--- config.mk ---
export PLATFORM = sky130hd
export DESIGN_NAME = merger_flat
export DESIGN_NICKNAME = d
export VERILOG_FILES = /design/src/rtl/rr_pkg.sv /design/src/rtl/merger_if.sv /design/src/rtl/merger_out_slice.sv /design/src/rtl/merger.sv /design/src/flat_wrapper.sv
export SDC_FILE = /design/constraint.sdc
export NUM_CORES = 1
export LEC_CHECK = 0
export ABC_AREA = 1
export CAP_MARGIN = 0
export CORE_ASPECT_RATIO = 1.1
export CORE_MARGIN = 5
export CORE_UTILIZATION = 40
export DETAILED_ROUTE_END_ITERATION = 8
export PLACE_DENSITY = 0.94
export SETUP_SLACK_MARGIN = 0.02
export SLEW_MARGIN = 10
export SYNTH_ARGS = -nofsm -noshare
export SYNTH_HDL_FRONTEND = slang
export SYNTH_SLANG_ARGS = --single-unit
--- constraint.sdc ---
create_clock -name i_clk -period 3.9 [get_ports i_clk]
set_input_delay 0.78 -clock i_clk [delete_from_list [all_inputs] [get_ports i_clk]]
set_output_delay 0.78 -clock i_clk [all_outputs]
set_load 0.01 [all_outputs]
--- src/rtl/rr_pkg.sv ---
`default_nettype none
// ============================================================================
// Module      : rr_pkg
// Description : Round-robin helpers shared by the splitter and the merger so
//               both sides step through ports in exactly the same order.
// Revision    : 1.0  initial release
// ============================================================================
package rr_pkg;

    localparam int PORTS_N_DEFAULT = 4;

    // Next port index with explicit wrap, so non-power-of-two port counts work.
    function automatic int rr_next(input int idx, input int n);
        return (idx >= n - 1) ? 0 : idx + 1;
    endfunction

endpackage
`default_nettype wire

--- src/rtl/merger_if.sv ---
`default_nettype none
// ============================================================================
// Module      : merger_if
// Description : Token, per-port result and merged-output handshakes of merger.
// Revision    : 1.0  initial release
// ============================================================================
interface merger_if #(
    parameter int PORTS_N   = rr_pkg::PORTS_N_DEFAULT,
    parameter int DATA_W    = 32,
    parameter int SEL_DEPTH = 8
);
    localparam int CNT_W = $clog2(SEL_DEPTH + 1);

    logic                        i_sel_valid;
    logic                        o_sel_ready;
    logic [PORTS_N-1:0]          i_slave_valid;
    logic [PORTS_N-1:0]          o_slave_ready;
    logic [PORTS_N*DATA_W-1:0]   i_slave_data;
    logic                        o_master_valid;
    logic                        i_master_ready;
    logic [DATA_W-1:0]           o_master_data;
    logic [CNT_W-1:0]            o_pending;

    modport slave (
        input  i_sel_valid, i_slave_valid, i_slave_data, i_master_ready,
        output o_sel_ready, o_slave_ready, o_master_valid, o_master_data, o_pending
    );

    modport master (
        output i_sel_valid, i_slave_valid, i_slave_data, i_master_ready,
        input  o_sel_ready, o_slave_ready, o_master_valid, o_master_data, o_pending
    );

endinterface
`default_nettype wire

--- src/rtl/merger_out_slice.sv ---
`default_nettype none
// ============================================================================
// Module      : merger_out_slice
// Description : One-entry registered valid/ready output stage.
// Revision    : 1.0  initial release
// ============================================================================
module merger_out_slice #(
    parameter int DATA_W = 32
) (
    input  wire logic              clk,
    input  wire logic              rst,
    input  wire logic              in_valid,
    input  wire logic [DATA_W-1:0] in_data,
    output logic                   in_ready,
    output logic                   out_valid,
    input  wire logic              out_ready,
    output logic [DATA_W-1:0]      out_data
);

    logic              r_valid;
    logic [DATA_W-1:0] r_data;

    // Caller only loads when in_ready is high, so a load never drops a result.
    always_ff @(posedge clk) begin
        if (rst) begin
            r_valid <= 1'b0;
            r_data  <= '0;
        end else if (in_valid) begin
            r_valid <= 1'b1;
            r_data  <= in_data;
        end else if (out_ready) begin
            r_valid <= 1'b0;
        end
    end

    assign in_ready  = !r_valid || out_ready;
    assign out_valid = r_valid;
    assign out_data  = r_data;

endmodule
`default_nettype wire

--- src/rtl/merger.sv ---
`default_nettype none
// ============================================================================
// Module      : merger
// Description : Re-orders per-port results into dispatch order using select
//               tokens and a round-robin read pointer.
// Revision    : 1.0  initial release
// ============================================================================
module merger
    import rr_pkg::*;
#(
    parameter int PORTS_N   = PORTS_N_DEFAULT,
    parameter int DATA_W    = 32,
    parameter int SEL_DEPTH = 8
) (
    input  wire logic  i_clk,
    input  wire logic  i_reset,
    merger_if.slave    bus
);

    localparam int RD_W  = (PORTS_N > 1) ? $clog2(PORTS_N) : 1;
    localparam int CNT_W = $clog2(SEL_DEPTH + 1);
    localparam logic [CNT_W-1:0] c_depth = CNT_W'(SEL_DEPTH);

    logic [CNT_W-1:0]   r_cnt;
    logic [RD_W-1:0]    r_rd;
    logic               w_push;
    logic               w_take;
    logic               w_slot_free;
    logic               w_sel_ready;
    logic [PORTS_N-1:0] w_slave_ready;
    logic [DATA_W-1:0]  w_payload;

    assign w_sel_ready = (r_cnt < c_depth) && !i_reset;
    assign w_push      = bus.i_sel_valid && w_sel_ready;

    // Registered r_cnt gates the slave side, so a fresh token cannot be consumed
    // in the cycle it arrives.
    always_comb begin
        w_slave_ready = '0;
        if (!i_reset && (r_cnt != '0) && w_slot_free) begin
            w_slave_ready[r_rd] = 1'b1;
        end
    end

    assign w_take    = bus.i_slave_valid[r_rd] && w_slave_ready[r_rd];
    assign w_payload = bus.i_slave_data[int'(r_rd) * DATA_W +: DATA_W];

    always_ff @(posedge i_clk) begin
        if (i_reset) begin
            r_cnt <= '0;
            r_rd  <= '0;
        end else begin
            if (w_push && !w_take) begin
                r_cnt <= r_cnt + CNT_W'(1);
            end else if (!w_push && w_take) begin
                r_cnt <= r_cnt - CNT_W'(1);
            end
            if (w_take) begin
                r_rd <= RD_W'(rr_next(int'(r_rd), PORTS_N));
            end
        end
    end

    merger_out_slice #(
        .DATA_W (DATA_W)
    ) u_out (
        .clk       (i_clk),
        .rst       (i_reset),
        .in_valid  (w_take),
        .in_data   (w_payload),
        .in_ready  (w_slot_free),
        .out_valid (bus.o_master_valid),
        .out_ready (bus.i_master_ready),
        .out_data  (bus.o_master_data)
    );

    assign bus.o_sel_ready   = w_sel_ready;
    assign bus.o_slave_ready = w_slave_ready;
    assign bus.o_pending     = r_cnt;

endmodule
`default_nettype wire

--- src/flat_wrapper.sv ---
// flat-port wrapper written by rule: the top's interface ports become plain ports
module merger_flat import rr_pkg::*;
#(
    parameter int PORTS_N   = PORTS_N_DEFAULT,
    parameter int DATA_W    = 32,
    parameter int SEL_DEPTH = 8
)
  (i_clk, i_reset, bus_i_sel_valid, bus_i_slave_valid, bus_i_slave_data, bus_i_master_ready, bus_o_sel_ready, bus_o_slave_ready, bus_o_master_valid, bus_o_master_data, bus_o_pending);
  merger_if #(.PORTS_N(PORTS_N), .DATA_W(DATA_W), .SEL_DEPTH(SEL_DEPTH)) bus_i ();
  input  wire logic i_clk;
  input  wire logic i_reset;
  input wire logic [$bits(bus_i.i_sel_valid)-1:0] bus_i_sel_valid;
  input wire logic [$bits(bus_i.i_slave_valid)-1:0] bus_i_slave_valid;
  input wire logic [$bits(bus_i.i_slave_data)-1:0] bus_i_slave_data;
  input wire logic [$bits(bus_i.i_master_ready)-1:0] bus_i_master_ready;
  output wire logic [$bits(bus_i.o_sel_ready)-1:0] bus_o_sel_ready;
  output wire logic [$bits(bus_i.o_slave_ready)-1:0] bus_o_slave_ready;
  output wire logic [$bits(bus_i.o_master_valid)-1:0] bus_o_master_valid;
  output wire logic [$bits(bus_i.o_master_data)-1:0] bus_o_master_data;
  output wire logic [$bits(bus_i.o_pending)-1:0] bus_o_pending;
  assign bus_i.i_sel_valid = bus_i_sel_valid;
  assign bus_i.i_slave_valid = bus_i_slave_valid;
  assign bus_i.i_slave_data = bus_i_slave_data;
  assign bus_i.i_master_ready = bus_i_master_ready;
  assign bus_o_sel_ready = bus_i.o_sel_ready;
  assign bus_o_slave_ready = bus_i.o_slave_ready;
  assign bus_o_master_valid = bus_i.o_master_valid;
  assign bus_o_master_data = bus_i.o_master_data;
  assign bus_o_pending = bus_i.o_pending;
  merger #(.PORTS_N(PORTS_N), .DATA_W(DATA_W), .SEL_DEPTH(SEL_DEPTH)) u_core (.i_clk(i_clk), .i_reset(i_reset), .bus(bus_i));
endmodule
Yosys cells after proc, flatten, opt, wreduce, memory -nomap -nowiden --
Cells that the tools add are included.
Operators by class: $lt $le $gt $ge 4, muxes and demuxes 12, reductions and logical operators 16, add/subtract/negate cells 3, shift operators 1
Operators by type and width (count):
- $shiftx 128x8->32 | 1
- $mux 4 | 3
- $logic_and 1x1->1 | 8
- $mux 1 | 5
- $add 4x1->4 const B | 1
- $bmux 1 s2 | 2
- $logic_not 1->1 | 4
- $lt 4x4->1 const B | 1
- $reduce_bool 2->1 | 2
- $reduce_bool 4->1 | 1
- $sub 4x1->4 const B | 1
- $lt 2x3->1 const B | 1
- $add 2x1->2 const B | 1
- $demux 1 s2 | 1
- $ge 2x1->1 const B | 1
- $ge 2x2->1 const B | 1
- $mux 2 | 1
- $logic_or 1x1->1 | 1
Word-level totals: word-level logic and storage cells 40, input bits 136, register bits 39, output and inout port bits 42

Depth between registers and ports, before layout --
Gate-level depths: netlist of the first run.
depth in word-level cells 11, mapped depth 16

Modules after synthesis --
Synthesis of the first run repeated with hierarchy kept, for this count alone.
Second synthesis, totals: cell total of the unflattened synthesis 400, area total of the unflattened synthesis 2558.7 um2
By module, submodules not included:
- merger | cells an instance 257, area each 1406.3 um2, times used 1
- merger_out_slice | cells an instance 143, area each 1152.4 um2, times used 1

Worst setup path after synthesis of the first run --
No wires, ideal clock.
kind input to register, from input port i_reset, to register u_core.r_cnt[3], in the netlist u_core.bus.o_pending[3], arrival 2.506 ns, path slack 1.273 ns, data required time 3.779 ns, stages on the path 14, library setup time 0.121 ns, cell sequence buf_2 a21oi_4 nand4_1 nand3_1 buf_6 nand2_2 ha_1 inv_1 ha_1 a21oi_1 nand2_1 xor2_1 nand2_1 a21oi_1
On the way: longest elaborated chain between the ends 10, elaborated cells on any way between the ends 15, those cells by class mux: 4; reduce/logical: 11
RTL lines:
- start, declared | line flat_wrapper.sv:11 | input wire logic i_reset;
- $logic_not 1->1 | line merger.sv:33, merger.sv:40
- $logic_and 1x1->1 (2 in a row) | line merger.sv:40 | if (!i_reset && (r_cnt != '0) && w_slot_free) begin
- $mux 4 | line merger.sv:40
- $bmux 1 s2 | line merger.sv:45 | assign w_take = bus.i_slave_valid[r_rd] && w_slave_ready[r_rd];
- $mux 1 (implied by the code) | line merger.sv:45
- $logic_and 1x1->1 | line merger.sv:45
- $logic_not 1->1 | line merger.sv:53 | if (w_push && !w_take) begin
- $logic_and 1x1->1 | line merger.sv:53
- $mux 4 or $reduce_bool 2->1 (tied branches)
- end signal, assigned | line merger.sv:54 | r_cnt <= r_cnt + CNT_W'(1);
- end signal, assigned | line merger.sv:56 | r_cnt <= r_cnt - CNT_W'(1);
- end, declared | line merger.sv:24 | logic [CNT_W-1:0] r_cnt;
Several ways; a longest one is shown, not always the timed one. The select of a mux whose other input is x is not followed. A chain may end at the register's enable or synchronous reset.

Final worst setup path of the first run --
from input port i_reset, to output port bus_o_slave_ready[3]
On the way: longest elaborated chain between the ends 4
RTL lines:
- $logic_not 1->1 | line merger.sv:40
- $logic_and 1x1->1 (2 in a row) | line merger.sv:40
- $mux 4 | line merger.sv:40
- end, declared | line flat_wrapper.sv:17 | output wire logic [$bits(bus_i.o_slave_ready)-1:0] bus_o_slave_ready;
No other way between the ends.

==> metrics.cfg, run 1 <==
[outcome]
status = finished clean

[timing]
hold_violations = 0
min_period_ns = 3.206
fin_crit_sh_pct = 82.21
drv_slew = 0
max_slew_margin_pct = 55.95
setup_viol = 0
fmax_ghz = 0.3119
finClkSkew_ns = 0.008035
tns_ns = 0
worstMarginPinSlew_ns = 0.6608
rsz0062_at_grt = no

[final_layout]
drive_gt1_share_pct = 3.061
final_common_cell = clkdlybuf4s50_1
area_growth_pct = 63.54
layout.cells.most_common_list = clkdlybuf4s50_1, nor2_1, o21ai_0
final_net_count = 733
num_antenna_cells = 0

[cts]
cts_hold_buf = 0
cts_made_buffers = 5
cts_tree = built
post_cts_buffers = 0
clk_pin_slew_ns = 0.07
clk_latency_ns = 0.29
cts-resized-gates = 0
clock_sinks = 39
cts_root_buf = clkbuf_8
clockBufferDepth = 2
htreeDepth = 2

[yosys]
ys_seq_elements = 39
synthCells = 436
yosys-top-cells-area = dfxtp_1, nor2_1, o21ai_0
ys_warn_count = 0
synth_nets = 580
syn_avg_cell_area_um2 = 6.454
yosysSeqAreaShare_pct = 27.75
synth_top_area_share_pct = 27.75
yosysUniqueCellTypes = 23
yosysTopAreaCell = dfxtp_1
synth_area_mm2 = 0.002814

[power]
switching_share_pct = 41.55
combPwrFrac_pct = 61.9
power_frac_clock_pct = 10.2
p_leak_uw = 0.001796
peakVddDrop_v = 0.0004664
seqPwrFrac_pct = 27.8
p_switching_uw = 1019
power.internal_uw = 1433
finalPower_uw = 2452
p_per_area_mw_per_mm2 = 532.9

[detailed_routing]
via_per_inst = 5.232
routed_wl_um = 9879
drc = 0
drt.antenna.violating_nets = 0
drt_iter0_drc = 128
drt_first_pass_iters = 4
vias = 3521
wl_per_cell_um = 14.68

[die]
core.rowCount = 32
die_width_um = 89.97
initial_core_util_pct = 40.63
ios = 178
die_y_um = 97.97
coreArea_mm2 = 0.006927
die_area_mm2 = 0.008814

[placed_design]
place_congestion = 0.8479
dpl.hpwl_um = 7309
port_buffers = 177

[worst_setup_path]
startpoint_type = input pin
crit_fanout = 9
critPathKind = input pin to output port
critPathRequiredTime_ns = 3.12
endpoint_kind = output port
arrival_ns = 2.43

[global_routing]
grt_use_total_pct = 21.30
grt_pass1_vias = 3436
grt_pass1_wl_um = 16010
grt_max_degree = 67
grt-ovfl-total = 0
antenna_found_initial = 0

[min_path]
min_path_type = register to register

[job]
maxCapViolCount = 0

-- area by class of cell --
class                      count  area [um^2]
fill                         572         2325
timing repair buffer         184         1824
multi-input combinational    344         1760
sequential                    39        782.0
tap                           85        106.4
clock buffer                   6        72.57
inverter                      15        56.30
-- cell families after synthesis --
group,Yosys count,synth area share (%)
AND/OR/NAND/NOR,197,31.48
adder cells (fa/ha/maj),8,3.824
AO/OA/AOI/OAI,135,25.83
buffers and inverters,53,9.871
flip-flops,39,27.75
XOR/XNOR,4,1.245
-- critical path, stage by stage --
cell and delay [ns]:
clkdlybuf4s50_1 0.60, a21oi_4 0.25, nand2_1 0.14, nor2_1 0.11
clkdlybuf4s50_1 0.54
-- state kept, by name, summed over array words and instances, names as in the netlist --
register                flops
u_core.u_out.out_data      32
u_core.u_out.out_valid      1
u_core.r_rd                 2
u_core.bus.o_pending        4
-- synth_stat cells, drive strengths merged --
| cell | number |
|---|---|
| nand2 | 43 |
| dfxtp | 39 |
| nand3b | 32 |
| xor2 | 3 |
| ha | 7 |
| a21oi | 37 |
| o21ai | 66 |
| nor2 | 113 |
| inv | 14 |
| nand3 | 4 |
| fa | 1 |
| xnor2 | 1 |
| nand4 | 4 |
| o22ai | 32 |
| clkbuf | 13 |
| buf | 25 |
| clkinv | 1 |
| nor3b | 1 |
-- power by group through the flow --
stage	logic (uW)	clock network, uW	registers, uW
floorplan	890	0	733
global route	1690	276	705
detailed placement	1530	0	687
CTS	1530	259	682
finish	1520	251	682
global placement	1470	0	679
-- routing by layer --
layer / up-vias / wire [um] / global-route usage (%)
li1: 1778 / - / -
met1: 1574 / 3779 / 23.76
met2: 145 / 5045 / 38.29
met3: 24 / 755 / 6.086
met4: 0 / 299 / 7.789
met5: - / 0 / 0
-- stage by stage --
step | hold slack, ns | utilization, % | setup slack, ns | instances | instance area (um^2)
3_3_place_gp | 0.4601 | 65.39 | 0.7577 | 667 | 4529
2_1_floorplan | 0.5178 | - | 1.273 | 436 | 2814
6_report | 0.4811 | 66.44 | 0.6938 | 673 | 4602
3_5_place_dp | 0.4698 | 65.39 | 0.6935 | 667 | 4529
4_1_cts | 0.4885 | 66.44 | 0.6827 | 673 | 4602
5_1_grt | 0.5022 | 66.44 | 0.5954 | 673 | 4602
-- path summary, 6_finish.rpt --
check	to	slack [ns]	start	depth (start not counted)
worst max-delay path	bus_o_slave_ready[3]	0.69	i_reset	5
worst min-delay path	u_core.u_out.out_data[9]$_SDFFE_PP0P_	0.48	u_core.u_out.out_data[9]$_SDFFE_PP0P_	2
worst max register to register	u_core.bus.o_pending[3]$_SDFFE_PP0P_	1.20	u_core.r_rd[0]$_SDFFE_PP0P_	13
worst min register to register	u_core.u_out.out_data[9]$_SDFFE_PP0P_	0.48	u_core.u_out.out_data[9]$_SDFFE_PP0P_	2
Note: power is estimated with default switching activity, not from simulation.
==> run 2, diff against run 1 <==
- CORE_UTILIZATION: 40 -> 34
- PLACE_DENSITY: 0.94 -> 0.85
- clock period: 3.9 -> 2.7 ns (I/O delays scaled with it)
==> run 2 against run 1 <==
Register-to-register slack worse by 0.87 ns. Critical path depth up 1. Clock skew about the same. Final area up 2.6%. First-iteration DRC count up 25%. Sequential power up 42%. Worst hold slack about the same. Global-route usage down 1.3 points. Non-clock buffer count up 5. Total power up 53%. Cell count up 4.5%. Routed wire length up 9.0%. Critical path type unchanged. Largest power group unchanged.
==> metrics.cfg, run 2 (same netlist as run 1, synthesis figures left out) <==
[outcome]
status = finished clean

[global_routing]
antenna_found_initial = 0
grt_pass1_wl_um = 17160
grt-ovfl-total = 0
grt_max_degree = 67
grt_pass1_vias = 3448
grt_use_total_pct = 19.97

[placed_design]
dpl.hpwl_um = 7995
place_congestion = 0.8848
port_buffers = 177
preCtsSetupSlack_ns = -0.1142

[detailed_routing]
vias = 3541
wl_per_cell_um = 15.32
drt_iter0_drc = 160
routed_wl_um = 10770
drt_first_pass_iters = 4
drt.antenna.violating_nets = 0
drc = 0
via_per_inst = 5.037

[worst_setup_path]
critPathKind = input pin to output port
endpoint_kind = output port
reg2reg_from = u_core.r_rd[0]$_SDFFE_PP0P_
crit_fanout = 5
startpoint_type = input pin
arrival_ns = 2.04
cp-startpoint = bus_i_master_ready
critPathRequiredTime_ns = 2.16

[power]
p_per_area_mw_per_mm2 = 796.8
peakVddDrop_v = 0.0006449
p_leak_uw = 0.001881

[die]
die_width_um = 96.74
die_area_mm2 = 0.01020
coreArea_mm2 = 0.007998
initial_core_util_pct = 35.18
die_y_um = 105.4
ios = 178
core.rowCount = 34

[cts]
clk_latency_ns = 0.28
post_cts_buffers = 0
cts_made_buffers = 5
cts_tree = built
htreeDepth = 2
clockBufferDepth = 2
clk_pin_slew_ns = 0.08
clock_sinks = 39
cts_root_buf = clkbuf_8

[timing]
rsz0062_at_grt = yes
setup_slack_ns = 0.1199
worstMarginPinSlew_ns = 0.6630
setup_viol = 0
holdWs_ns = 0.4808
max_slew_margin_pct = 55.80
fin_crit_sh_pct = 95.56
min_period_ns = 2.580
hold_violations = 0
drv_slew = 0
finClkSkew_ns = 0.007645
fmax_ghz = 0.3876

[job]
maxCapViolCount = 0

[final_layout]
fillers = 745
area_growth_pct = 67.81
layout.cells.most_common_list = clkdlybuf4s50_1, nor2_1, o21ai_0
seq_area_um2 = 782.0
final_common_cell = clkdlybuf4s50_1
num_antenna_cells = 0
utilization_pct = 59.04
largest_reg_flops = 32
final_net_count = 738
drive_gt1_share_pct = 4.706
multiInputGateArea_mm2 = 0.001764

[min_path]
hold_start = u_core.u_out.out_data[11]$_SDFFE_PP0P_
min_path_type = register to register

==> run 2: layout make-up <==
class                      instances  area share, %
sequential                        39          16.56
clock inverter                     2         0.7419
tap                              108          2.862
multi-input combinational        344          37.36
timing repair buffer             189          39.53
inverter                          15          1.192
clock buffer                       6          1.749
==> run 2: critical path: stages <==
cell and delay [ns]:
clkdlybuf4s50_1 0.45, inv_1 0.07, a21oi_4 0.20, nand2_1 0.13, nor2_1 0.11, clkdlybuf4s50_1 0.55
==> run 2: worst paths after layout <==
kind         slack, ns  cells past startpoint                                endpoint
min reg2reg       0.48                      2  u_core.u_out.out_data[11]$_SDFFE_PP0P_
min               0.48                      2  u_core.u_out.out_data[11]$_SDFFE_PP0P_
max reg2reg       0.33                     14    u_core.bus.o_pending[3]$_SDFFE_PP0P_
max               0.12                      6                    bus_o_slave_ready[0]
==> run 2: per-stage QoR <==
step	area [um^2]	std cells	power (uW)	setup TNS (ns)
3_3_place_gp	4596	695	3164	0
5_1_grt	4722	703	4081	0
6_report	4722	703	3762	0
3_5_place_dp	4596	695	3256	-0.1142
2_1_floorplan	2814	436	2344	0
4_1_cts	4713	703	3770	0
==> run 2: power by group <==
part	internal, uW	switching (uW)	leakage (uW)	total, uW
sequential	803	163	0.000319	966
combinational	1130	1170	0.00150	2300
clock	299	198	0.0000612	497
==> run 2: metal layers <==
layer	share of wire [%]	routed length, um	global-route usage, %	vias to the layer above
met1	43	4590	24.48	1607
li1	-	-	-	1790
met5	0	0	0	-
met2	51	5446	35.01	125
met4	2.2	232	6.720	0
met3	4.6	499	3.897	19
==> run 2: what timing repair did <==
action | 4_1_cts | 5_1_grt
hold buffers | 0 | 0
resized for setup | 0 | 4
endpoints found under the setup margin | 0 | 3
==> run 3, diff against run 2 <==
- SLEW_MARGIN: 10 -> unset
==> results of run 3 <==
The final DEF is identical to that of run 2; final timing and power are the same.
